### config.mk
export PLATFORM = sky130hd
export DESIGN_NAME = friscv_mem_arbiter
export DESIGN_NICKNAME = d
export VERILOG_FILES = /design/src/rtl/friscv_mem_arbiter.sv
export SDC_FILE = /design/constraint.sdc
export NUM_CORES = 1
export LEC_CHECK = 0
export ABC_AREA = 1
export CAP_MARGIN = 40
export CORE_ASPECT_RATIO = 0.5
export CORE_MARGIN = 10
export CORE_UTILIZATION = 45
export DETAILED_ROUTE_END_ITERATION = 8
export DONT_BUFFER_PORTS = 1
export PLACE_DENSITY = 0.63
export SYNTH_ARGS = -nofsm -noshare
export SYNTH_HDL_FRONTEND = slang
export SYNTH_SLANG_ARGS = --single-unit
### constraint.sdc
create_clock -name aclk -period 1.8 [get_ports aclk]
set_input_delay 0.27 -clock aclk [delete_from_list [all_inputs] [get_ports aclk]]
set_output_delay 0.27 -clock aclk [all_outputs]
set_load 0.02 [all_outputs]
### src/rtl/friscv_mem_arbiter.sv
// Round-robin arbiter sharing one memory port between instruction fetch and
// data load/store, with one access in flight and a completion watchdog.
module friscv_mem_arbiter #(
  parameter int ADDRW   = 16,
  parameter int XLEN    = 32,
  parameter int TIMEOUT = 255
) (
  input  logic              aclk,
  input  logic              aresetn,
  input  logic              srst,
  input  logic              inst_en,
  input  logic [ADDRW-1:0]  inst_addr,
  output logic [XLEN-1:0]   inst_rdata,
  output logic              inst_ready,
  output logic              inst_err,
  input  logic              data_en,
  input  logic              data_wr,
  input  logic [ADDRW-1:0]  data_addr,
  input  logic [XLEN-1:0]   data_wdata,
  input  logic [XLEN/8-1:0] data_strb,
  output logic [XLEN-1:0]   data_rdata,
  output logic              data_ready,
  output logic              data_err,
  output logic              mem_en,
  output logic              mem_wr,
  output logic [ADDRW-1:0]  mem_addr,
  output logic [XLEN-1:0]   mem_wdata,
  output logic [XLEN/8-1:0] mem_strb,
  input  logic [XLEN-1:0]   mem_rdata,
  input  logic              mem_ready
);

  typedef enum logic [1:0] {IDLE, INST, DATA} state_t;

  state_t      state, next_state, last_grant;
  logic [31:0] cnt;
  logic        grant_inst, grant_data, timeout, done;

  // On a tie the requester that did not own the previous access wins.
  always_comb begin
    grant_inst = 1'b0;
    grant_data = 1'b0;
    if (state == IDLE) begin
      if (inst_en && data_en) begin
        if (last_grant == INST) grant_data = 1'b1;
        else                    grant_inst = 1'b1;
      end else begin
        grant_inst = inst_en;
        grant_data = data_en;
      end
    end
  end

  assign timeout = (TIMEOUT != 0) && (cnt == 32'(TIMEOUT));
  assign done    = (state != IDLE) && (mem_ready || timeout);

  always_ff @(posedge aclk or negedge aresetn) begin
    if (!aresetn)  state <= IDLE;
    else if (srst) state <= IDLE;
    else           state <= next_state;
  end

  always_comb begin
    next_state = state;
    case (state)
      IDLE: begin
        if (grant_data)      next_state = DATA;
        else if (grant_inst) next_state = INST;
      end
      INST, DATA: if (done) next_state = IDLE;
      default: next_state = IDLE;
    endcase
  end

  // mem_ready wins over a timeout landing in the same cycle.
  always_comb begin
    inst_ready = (state == INST) && done;
    data_ready = (state == DATA) && done;
    inst_err   = (state == INST) && timeout && !mem_ready;
    data_err   = (state == DATA) && timeout && !mem_ready;
    inst_rdata = ((state == INST) && mem_ready) ? mem_rdata : '0;
    data_rdata = ((state == DATA) && mem_ready) ? mem_rdata : '0;
  end

  always_ff @(posedge aclk or negedge aresetn) begin
    if (!aresetn) begin
      last_grant <= INST;
      cnt        <= '0;
      mem_en     <= 1'b0;
      mem_wr     <= 1'b0;
      mem_addr   <= '0;
      mem_wdata  <= '0;
      mem_strb   <= '0;
    end else if (srst) begin
      last_grant <= INST;
      cnt        <= '0;
      mem_en     <= 1'b0;
      mem_wr     <= 1'b0;
      mem_addr   <= '0;
      mem_wdata  <= '0;
      mem_strb   <= '0;
    end else begin
      if (done) last_grant <= state;

      if (grant_inst || grant_data)
        cnt <= '0;
      else if ((state != IDLE) && !mem_ready && (TIMEOUT != 0))
        cnt <= cnt + 32'd1;

      if (grant_data) begin
        mem_en    <= 1'b1;
        mem_wr    <= data_wr;
        mem_addr  <= data_addr;
        mem_wdata <= data_wdata;
        mem_strb  <= data_strb;
      end else if (grant_inst) begin
        mem_en    <= 1'b1;
        mem_wr    <= 1'b0;
        mem_addr  <= inst_addr;
        mem_wdata <= '0;
        mem_strb  <= '0;
      end else if (done) begin
        mem_en    <= 1'b0;
      end
    end
  end

endmodule

# Word level (Yosys, flattened, before mapping)
# Index checks and enable logic that the tools add are counted.
[word_totals]
ff_bits = 90
inputBits = 107
out_inout_bits = 122
wordCells = 71
[classes]
addsub = 1
n_eq_ne = 6
n_mux = 34
n_reduce_logical = 22
[ops]
columns = ["op", "n"]
rows = [
  ["2-to-1 mux 32 bit", 8],
  ["2-to-1 mux 16 bit", 3],
  ["adder 32 x 1 -> 32 bit, second input constant", 1],
  ["== test 32 x 8 -> 1 bit, second input constant", 1],
  ["2-to-1 mux 1 bit", 13],
  ["2-to-1 mux 2 bit", 6],
  ["2-to-1 mux 4 bit", 3],
  ["logical AND 1 bit", 11],
  ["nonzero test 3 bit", 2],
  ["== test 2 x 1 -> 1 bit, second input constant", 2],
  ["inequality test 4 bit, second input constant", 1],
  ["one-hot mux 2 bit (2 select lines)", 1],
  ["nonzero test 2 bit", 2],
  ["nonzero test 4 bit", 1],
  ["inequality test 3 bit, second input constant", 1],
  ["== test 2 bit, second input constant", 1],
  ["logical NOT 2 bit", 1],
  ["logical OR 1 bit", 2],
  ["AND reduction 2 bit", 1],
  ["OR reduction 2 bit", 1],
  ["logical NOT 1 bit", 1],
]

# Longest topological paths before layout
# Gate-level depths: netlist (run 1).
[depth]
depth_word = 8
ltp_mapped = 12
ltp_nobuf = 12

# Worst setup path after synthesis (run 1)
# No wires, ideal clock.
[synth_path]
path_kind = "register -> output"
from = "register cnt[0]"
to = "output data_ready"
arrival_time_ns = 1.478
required_time_ns = 1.530
slack_ns = 0.052
path_stages_with_launch = 10
path_buffers = 0
path_cell_list = "dfrtp_1 -> ha_1 -> nand2_1 -> nor2_2 -> nand2_1 -> nor2_1 -> nand2_1 -> nand2_1 -> nand2_2 -> nor2_1"
[synth_via]
elab_chain_cells = 4
[synth_rtl]
columns = ["item", "line_no", "source"]
rows = [
  ["start: declaration", "36", "logic [31:0] cnt;"],
  ["start signal: assignment", "108", "cnt <= cnt + 32'd1;"],
  ["== test 32 x 8 -> 1 bit", "54", "assign timeout = (TIMEOUT != 0) && (cnt == 32'(TIMEOUT));"],
  ["logical OR 1 bit", "55", "assign done = (state != IDLE) && (mem_ready || timeout);"],
  ["logical AND 1 bit", "55", ""],
  ["logical AND 1 bit", "78", "data_ready = (state == DATA) && done;"],
  ["end: declaration", "22", "output logic data_ready,"],
]
# No other way between the ends.

# Final worst setup path (run 1)
[layout_path]
from = "register cnt[1]"
to = "output data_ready"
# The elaborated chain is that of the path after synthesis.

==> results of run 1 <==
[report_power, final]
part / internal, mW / switching (mW) / leakage, nW
clock: 0.976 / 0.876 / 0.146
sequential: 2.24 / 0.437 / 1.22
combinational: 0.899 / 1.17 / 1.90
total: 4.11 / 2.49 / 3.27
[final timing paths]
path	from	slack, ns	endpoint
setup / recovery	cnt[1]$_DFFE_PN0P_	-0.19	data_ready
setup reg to reg	state[1]$_DFFE_PN0P_	-0.10	cnt[21]$_DFFE_PN0P_
hold reg to reg	last_grant[1]$_DFFE_PN0P_	0.52	last_grant[1]$_DFFE_PN0P_
max in group asynchronous	aresetn	1.99	last_grant[0]$_DFFE_PN1P_
min in group aclk	srst	0.02	last_grant[1]$_DFFE_PN0P_
hold / removal	aresetn	-0.39	mem_addr[9]$_DFFE_PN0P_
[critical path, delay by kind of cell (launching register included)]
| family | cells | cell delay, ns |
|---|---|---|
| simple gates | 8 | 0.65 |
| flops | 1 | 0.40 |
| buf+inv | 1 | 0.14 |
| fa+ha+maj | 1 | 0.17 |
[kinds of logic after synthesis]
logic type	share of synthesized area [%]
buffers and inverters	9.154
AO/OA/AOI/OAI	15.91
AND/OR/NAND/NOR	25.94
flip-flops	47.92
adder cells (fa/ha/maj)	1.064
[layout by cell type, fill, tap and decap left out, types with 11 or more instances in the layout]
master,n
inv_2,23
nand3_1,15
nand2_1,82
o21ai_0,32
nor2_4,73
nor2_2,13
nor2_1,53
o21ai_1,16
buf_6,72
nor3_1,16
inv_1,63
a22o_1,37
a21oi_1,21
dfrtp_1,89
buf_4,50
clkbuf_16,11
[metrics by stage]
stage                     utilization (%)  std cells  power (mW)
after floorplan                         -        600       3.534
after detailed placement            53.52        804       4.093
final                               70.08        869       6.602
after global placement              53.52        804       4.069
after CTS                           60.06        832       6.225
after global routing                70.08        869       6.915
[state kept, by name (all words and copies together), names as in the netlist]
signal,count
cnt,32
last_grant,2
mem_addr,16
mem_en,1
mem_strb,4
mem_wdata,32
mem_wr,1
state,2
[final cells by class]
| type | instances | area share, % |
|---|---|---|
| Inverter | 87 | 4.632 |
| Antenna cell | 2 | 0.06992 |
| Tap cell | 140 | 2.447 |
| Timing Repair Buffer | 132 | 19.93 |
| Clock inverter | 7 | 0.9439 |
| Multi-Input combinational cell | 402 | 37.35 |
| Clock buffer | 9 | 3.146 |
| Sequential cell | 90 | 31.48 |
[Yosys cell counts]
library cell | n | area [sq um]
a31o_2 | 1 | 8.760
buf_4 | 4 | 30.03
nand4_1 | 7 | 43.79
o21a_1 | 4 | 30.03
clkbuf_1 | 11 | 41.29
inv_4 | 1 | 6.260
dfstp_2 | 1 | 26.28
a21boi_1 | 1 | 7.510
a21oi_1 | 21 | 105.1
nor2_2 | 8 | 50.05
nor3_2 | 1 | 10.01
nor3_1 | 18 | 90.09
and3_1 | 1 | 6.260
inv_1 | 81 | 304.0
dfrtp_1 | 89 | 2227
nand2_2 | 3 | 18.77
nand3_1 | 16 | 80.08
nand2_1 | 92 | 345.3
nor2_1 | 125 | 469.2
o211ai_1 | 2 | 15.01
nor2_4 | 6 | 67.56
o31ai_1 | 1 | 7.510
o211a_1 | 1 | 10.01
buf_2 | 6 | 30.03
o21ai_0 | 34 | 170.2
nor4_1 | 2 | 12.51
o21ai_1 | 14 | 70.07
ha_1 | 4 | 50.05
nand3_2 | 2 | 20.02
a22o_1 | 37 | 324.1
inv_2 | 5 | 18.77
and2_1 | 1 | 6.260
[what timing repair did]
item | in CTS | in global routing
cloned | 4 | 2
hold endpoints to repair | 90 | 90
setup buffers | 8 | 33
resized for setup | 68 | 197
endpoints found under the setup margin | 72 | 116
pin swaps | 4 | 26
[per-layer routing]
metal	routed length [um]	vias up	GRT usage (%)
met2	8195	242	32.45
met4	459	0	6.525
li1	-	2187	-
met3	1969	26	7.181
met1	7217	2207	24.39
met5	0	-	0
==> flow_metrics.env, run 1 <==
export IMPL_setup_ws_ns=-0.1903
export IMPL_fin_tns_setup_ns=-6.564
export IMPL_hold_worst_slack_ns=-0.3892
export IMPL_avgRoutedWirePerCell_um=20.53
export IMPL_seq_area_sq_um=2253
export IMPL_dp_hpwl_um=11930
export IMPL_initial_utilization_pct=46.03
export IMPL_cp_start_kind="flop"
export IMPL_reg2regPathDepth=12
export IMPL_io_pins=229
export IMPL_synth_cell_types=32
export IMPL_routabilityCongestion=0.9158
export IMPL_end_kind="output port"
export IMPL_synth_avg_cell_area_sq_um=7.837
export IMPL_vias=4662
export IMPL_cts_tree="done"
export IMPL_critPathArrivalTime_ns=1.72
export IMPL_drive_gt1_share_pct=39.20
export IMPL_vdd_drop_max_mv=0.5873
export IMPL_grt_pass1_vias=4350
export IMPL_cts_sinks=90
export IMPL_tightest_slew_ns=0.4315
export IMPL_fmax_ghz=0.5024
export IMPL_clk_pin_slew_worst_paths_ns=0.07
export IMPL_nets=833
export IMPL_fillers=761
export IMPL_hold_viol=90
export IMPL_ys_ff_latch=90
export IMPL_dieHeight_um=92.28
export IMPL_cp_required_ns=1.53
export IMPL_total_leakage_power_nw=3.267
export IMPL_rows=26
export IMPL_grt_start_max_net_pins=91
export IMPL_relSlewSlack_pct=71.01
export IMPL_via_per_inst=5.365
export IMPL_cts_buffers=9
export IMPL_path_cells="ha_4, nand2_4, nor2_4, nand2_2, nor2_2, nand2_1, nand2_1, nand2_2, nor2_1, buf_4"
export IMPL_crit_fanout=3
export IMPL_design_area_sq_um=7158
export IMPL_clock_root_buffer="clkbuf_16"
export IMPL_ys_warn_count=0
export IMPL_post_route_min_period_ns=1.990
export IMPL_critPathSlowestCell="dfrtp_1"
export IMPL_critPathKind="flop to output port"
export IMPL_synth_seq_area_share_pct=47.92
export IMPL_hold_class="primary input to async pin"
export IMPL_htree_levels=3
export IMPL_antenna_found_initial=2
export IMPL_rsz0062_at_grt="yes"
export IMPL_grt_pass1_wl_um=24090
export IMPL_power_density_nw_per_um2=922.3
export IMPL_first_pass_iters=5
export IMPL_worst_path_largest_cell_delay_ns=0.40
export IMPL_io_buffers=0
export IMPL_setup_viol=72
export IMPL_core_sq_um=10210
export IMPL_skew_ns=0.009627
export IMPL_multi_input_area_sq_um=2674
export IMPL_drtIter0Drc=298
export IMPL_drv_cap=0
export IMPL_synthToLayoutAreaGrowth_pct=52.24
export IMPL_violations="hold timing, setup timing"
export IMPL_grt_ovfl_total=0
export IMPL_slew_violations=0
export IMPL_place_ws_ns=-0.03661
export IMPL_die_w_um=164.6
export IMPL_status="complete, but fails checks"
export IMPL_grt_usage_pct=20.02
export IMPL_clock_latency_ns=0.34
export IMPL_netlist_area_sq_um=4702
export IMPL_wl_um=17840
export IMPL_placed_area_sq_um=5466
export IMPL_drt_antenna_violating_nets=0
export IMPL_dieArea_sq_um=15190
export IMPL_drc_errors=0
export IMPL_finalCritPeriodShare_pct=110.6
export IMPL_synthCells=600
export IMPL_clockBufferDepth=2
export IMPL_synth_fp_nets=711
(Power assumes the default switching activity.)
==> inputs of run 2 (changes only) <==
Settings changed: CORE_ASPECT_RATIO 0.5 to 0.8.
==> run 2 against run 1 <==
  * Worst hold slack improved by 0.011 ns
  * Largest cell class unchanged
  * Sequential share of layout area grew 1.1 points
  * The run still ends with hold timing, setup timing left
  * Via count rose by 0.75%
==> flow_metrics.env, run 2 (synthesis gave the netlist of run 1 again) <==
export IMPL_relSlewSlack_pct=71.74
export IMPL_fmax_ghz=0.5099
export IMPL_design_area_sq_um=6920
export IMPL_violations="hold timing, setup timing"
export IMPL_grt_usage_pct=19.68
export IMPL_layout_commonest_cell="dfrtp_1"
export IMPL_power_density_nw_per_um2=930.6
export IMPL_status="complete, but fails checks"
export IMPL_final_cell_mix="89 x dfrtp_1, 87 x nand2_1, 75 x inv_1"
export IMPL_clockBufferDepth=2
export IMPL_seq_power_share_pct=41.7
export IMPL_grt_start_max_net_pins=91
export IMPL_routabilityCongestion=0.9269
export IMPL_intPower_mw=3.995
export IMPL_rows=33
export IMPL_clk_pin_slew_worst_paths_ns=0.07
export IMPL_power_mw=6.440
export IMPL_place_inst=798
export IMPL_placed_area_sq_um=5421
export IMPL_fin_util_pct=67.58
export IMPL_dieHeight_um=111.4
export IMPL_clock_latency_ns=0.34
export IMPL_total_leakage_power_nw=3.111
export IMPL_hold_viol=90
export IMPL_setup_ws_ns=-0.1613
export IMPL_skew_ns=0.009493
export IMPL_wl_um=17790
export IMPL_tightest_slew_ns=0.4235
export IMPL_drt_antenna_violating_nets=0
export IMPL_avgRoutedWirePerCell_um=21.00
export IMPL_hold_worst_slack_ns=-0.3785
export IMPL_p_switching_mw=2.445
export IMPL_combPwrFrac_pct=29.9
export IMPL_drive_gt1_share_pct=34.61
export IMPL_grt_pass1_wl_um=24180
export IMPL_io_buffers=0
export IMPL_core_sq_um=10240
export IMPL_cts_sinks=90
export IMPL_antenna_found_initial=2
export IMPL_end_kind="output port"
export IMPL_clkPwrFrac_pct=28.4
export IMPL_drv_cap=0
export IMPL_nets=811
export IMPL_die_w_um=134.3
export IMPL_swShare_pct=37.97
export IMPL_vdd_drop_max_mv=0.6202
export IMPL_dieArea_sq_um=14960
export IMPL_io_pins=229
export IMPL_grt_pass1_vias=4406
export IMPL_cts_buffers=9
export IMPL_setup_viol=57
export IMPL_htree_levels=3
export IMPL_dp_hpwl_um=11690
export IMPL_finalCritPeriodShare_pct=109.0
export IMPL_drc_errors=0
export IMPL_cp_required_ns=1.53
export IMPL_clock_root_buffer="clkbuf_16"
export IMPL_critPathKind="flop to output port"
export IMPL_synthToLayoutAreaGrowth_pct=47.18
export IMPL_crit_fanout=4
export IMPL_hold_class="primary input to async pin"
export IMPL_grt_ovfl_total=0
export IMPL_fillers=758
export IMPL_rsz0062_at_grt="yes"
export IMPL_post_route_min_period_ns=1.961
export IMPL_critPathArrivalTime_ns=1.69
export IMPL_drtIter0Drc=321
export IMPL_initial_utilization_pct=45.92
export IMPL_cp_start_kind="flop"
export IMPL_instances_no_fill=847
export IMPL_vias=4697
export IMPL_first_pass_iters=5
export IMPL_slew_violations=0
export IMPL_cts_tree="done"
export IMPL_via_per_inst=5.545
export IMPL_reg_top3="cnt x32, mem_wdata x32, mem_addr x16"
## run 2: cell types whose count changed in the layout (fill, tap and decap cells not counted), moves of 5 or more
| cell | before | now |
|---|---|---|
| buf_4 | 50 | 33 |
| nand2_1 | 82 | 87 |
| buf_6 | 72 | 65 |
| inv_2 | 23 | 11 |
| inv_1 | 63 | 75 |
## run 2: timing repair
| item | 4_1_cts | 5_1_grt |
|---|---|---|
| cloned | 1 | 5 |
| buffers inserted | 10 | 15 |
| pin swaps | 5 | 11 |
| gates resized for setup | 18 | 221 |
| hold endpoints to repair | 90 | 90 |
| setup endpoints to repair | 69 | 105 |
## run 2: power by group through the flow
stage | clock network (mW) | registers [mW] | logic, mW
final | 1.83 | 2.69 | 1.93
after global routing | 1.96 | 2.71 | 2.06
after CTS | 1.85 | 2.69 | 1.39
after detailed placement | 0 | 2.72 | 1.32
after global placement | 0 | 2.72 | 1.28
after floorplan | 0 | 2.64 | 0.892
## run 2: path summary, 6_finish.rpt
| path | slack (ns) | from | endpoint | cells after the start |
|---|---|---|---|---|
| max | -0.16 | cnt[8]$_DFFE_PN0P_ | data_ready | 10 |
| min | -0.38 | aresetn | cnt[17]$_DFFE_PN0P_ | 0 |
| max reg2reg | 0 | cnt[0]$_DFFE_PN0P_ | cnt[23]$_DFFE_PN0P_ | 10 |
| min reg2reg | 0.52 | last_grant[1]$_DFFE_PN0P_ | last_grant[1]$_DFFE_PN0P_ | 2 |
| max in group asynchronous | 1.96 | aresetn | last_grant[0]$_DFFE_PN1P_ | 0 |
| min in group aclk | 0.02 | srst | last_grant[1]$_DFFE_PN0P_ | 1 |
## run 2: worst max-delay path, stage by stage (launching register included)
cell and delay [ns]:
dfrtp_1 0.42, inv_1 0.10, nand2_1 0.06, nor2_1 0.10, nand2_1 0.08, nor2_2 0.15, nand2_1 0.06, nand2_1 0.07
nand2_2 0.07, nor2_1 0.09, buf_4 0.15
## run 2: final cells by class
cell class	instances	area [sq um]	share of cell area, %
Antenna cell	2	5.005	0.07232
Inverter	87	329.1	4.755
Clock inverter	7	61.31	0.8859
Multi-Input combinational cell	402	2624	37.91
Tap cell	140	175.2	2.531
Clock buffer	9	225.2	3.254
Sequential cell	90	2253	32.56
Timing Repair Buffer	110	1247	18.03
## run 2: per-layer routing
layer / vias up / global-route usage (%) / wire, um
met5: - / 0 / 0
met1: 2261 / 22.78 / 6748
li1: 2139 / - / -
met4: 0 / 5.576 / 382
met2: 270 / 33.41 / 8850
met3: 27 / 7.233 / 1809
## run 2: stage by stage
step / setup TNS, ns / worst slack [ns]
6_report: -2.951 / -0.1613
3_5_place_dp: 0 / 0.02173
2_1_floorplan: 0 / 0.05200
4_1_cts: -4.736 / -0.1336
5_1_grt: -6.470 / -0.2910
3_3_place_gp: 0 / 0.09376
==> inputs of run 3 (changes only) <==
Settings changed: PLACE_DENSITY 0.63 to 0.61.
Clock period 1.8 ns to 1.9 ns, I/O delays scaled along.
==> run 3 against run 2 <==
  * The run still ends with hold timing, setup timing left
  * Design area down 12%
  * Combinational power down 28%
  * Core utilization down 8.0 points
  * Worst hold slack better by 0.017 ns
  * Non-clock buffer count down 3
  * Setup slack better by 0.058 ns
  * Flip-flop and latch count unchanged
  * Critical endpoint unchanged
==> flow_metrics.env, run 3 (synthesis gave the netlist of run 1 again) <==
export IMPL_reg2regPathDepth=13
export IMPL_fin_tns_setup_ns=-0.2870
export IMPL_power_density_nw_per_um2=940.4
export IMPL_cp_start_kind="flop"
export IMPL_hold_viol=90
export IMPL_violations="hold timing, setup timing"
export IMPL_drtIter0Drc=292
export IMPL_drive_gt1_share_pct=27.49
export IMPL_clock_latency_ns=0.34
export IMPL_core_sq_um=10240
export IMPL_multi_input_area_sq_um=2118
export IMPL_layout_commonest_cell="nor2_1"
export IMPL_clockBufferDepth=2
export IMPL_htree_levels=3
export IMPL_hold_worst_slack_ns=-0.3619
export IMPL_status="complete, but fails checks"
export IMPL_hold_class="primary input to async pin"
export IMPL_vdd_drop_max_mv=0.5767
export IMPL_instances_no_fill=844
export IMPL_end_kind="output port"
export IMPL_dp_hpwl_um=12430
export IMPL_grt_usage_pct=19.94
export IMPL_dieArea_sq_um=14960
export IMPL_post_route_min_period_ns=2.003
export IMPL_routabilityCongestion=0.9419
export IMPL_first_pass_iters=5
export IMPL_regToRegEndpoint="cnt[12]$_DFFE_PN0P_"
export IMPL_grt_met1_usage_pct=22.36
export IMPL_cp_required_ns=1.62
export IMPL_synthToLayoutAreaGrowth_pct=29.67
export IMPL_cts_tree="done"
export IMPL_drc_errors=0
export IMPL_wl_um=15980
export IMPL_dieHeight_um=111.4
export IMPL_setup_viol=4
export IMPL_fillers=905
export IMPL_total_leakage_power_nw=3.002
export IMPL_place_inst=800
export IMPL_fin_util_pct=59.54
export IMPL_clk_pin_slew_worst_paths_ns=0.07
export IMPL_grt_pass1_wl_um=24180
export IMPL_groute_layer_met3_usage_pct=7.008
export IMPL_power_mw=5.734
export IMPL_clock_root_buffer="clkbuf_16"
export IMPL_r2r_setup_slack_ns=0.06
export IMPL_grt_pass1_vias=4406
export IMPL_grt_ovfl_total=0
export IMPL_die_w_um=134.3
export IMPL_final_cell_mix="105 x nor2_1, 97 x buf_4, 89 x dfrtp_1"
export IMPL_io_buffers=0
export IMPL_critPathKind="flop to output port"
export IMPL_seq_area_sq_um=2253
export IMPL_vias=4422
export IMPL_nets=808
export IMPL_drt_antenna_violating_nets=0
export IMPL_cts_buffers=9
export IMPL_crit_fanout=3
export IMPL_slew_violations=0
export IMPL_tightest_slew_ns=0.3768
export IMPL_setup_ws_ns=-0.1031
export IMPL_antenna_found_initial=2
export IMPL_io_pins=229
export IMPL_top_usage_layer="met2"
export IMPL_fmax_ghz=0.4992
export IMPL_initial_utilization_pct=45.92
export IMPL_cts_sinks=90
export IMPL_grt_start_max_net_pins=91
export IMPL_finalCritPeriodShare_pct=105.4
export IMPL_rsz0062_at_grt="yes"
export IMPL_via_per_inst=5.239
export IMPL_reg_top3="cnt x32, mem_wdata x32, mem_addr x16"
export IMPL_skew_ns=0.008982
export IMPL_avgRoutedWirePerCell_um=18.94
export IMPL_drv_cap=0
export IMPL_reg2reg_from="cnt[1]$_DFFE_PN0P_"
export IMPL_use_met2_pct=34.30
export IMPL_critPathArrivalTime_ns=1.72
export IMPL_relSlewSlack_pct=74.79
export IMPL_rows=33
==> run 3: layer usage <==
layer  vias up  share of wire, %  routed length, um
met1      2067                39               6263
met3        24               8.7               1393
met5         -                 0                  0
li1       2130                 -                  -
met2       201                50               7995
met4         0               2.1                331
==> run 3: area by class of cell <==
class,count,area share (%)
clock buffer,11,3.981
clock inverter,5,1.026
tap,140,2.873
multi-input combinational,402,34.74
sequential,90,36.96
antenna,2,0.08208
inverter,87,5.397
timing repair buffer,107,14.94
==> run 3: per-stage QoR <==
stage	worst slack [ns]	instance area, sq um
final	-0.1031	6097
after global routing	-0.2299	6097
after CTS	-0.1123	5848
after detailed placement	0.1005	5449
after global placement	0.1822	5449
after floorplan	0.1370	4702
==> run 3: repair_timing <==
item | 4_1_cts | 5_1_grt
setup buffers | 9 | 16
endpoints found under the hold margin | 90 | 90
pin swaps | 5 | 6
endpoints found under the setup margin | 10 | 70
cloned | 0 | 1
resized for setup | 14 | 39
==> run 3: worst max path at each step <==
stage	from	depth (start not counted)	slack [ns]	end
2_1_floorplan	cnt[0]$_DFFE_PN0P_	9	0.14	data_ready
3_3_place_gp	cnt[0]$_DFFE_PN0P_	8	0.18	inst_err
3_5_place_dp	state[0]$_DFFE_PN0P_	12	0.10	cnt[12]$_DFFE_PN0P_
4_1_cts	cnt[1]$_DFFE_PN0P_	10	-0.11	inst_ready
5_1_grt	cnt[1]$_DFFE_PN0P_	10	-0.23	data_ready
6_report	cnt[1]$_DFFE_PN0P_	10	-0.10	data_ready
==> run 3: report_power, final <==
group | internal, mW | switching, mW
registers | 2.12 | 0.422
clock network | 1.06 | 0.737
logic | 0.545 | 0.844
total | 3.73 | 2.00
==> run 3: critical path: stages (launching register included) <==
cell     delay [ns]
dfrtp_1        0.37
ha_2           0.19
nand2_2        0.07
nor2_4         0.14
nand2_2        0.06
nor2_2         0.09
nand2_1        0.06
nand2_1        0.07
nand2_2        0.08
nor2_1         0.10
buf_4          0.15
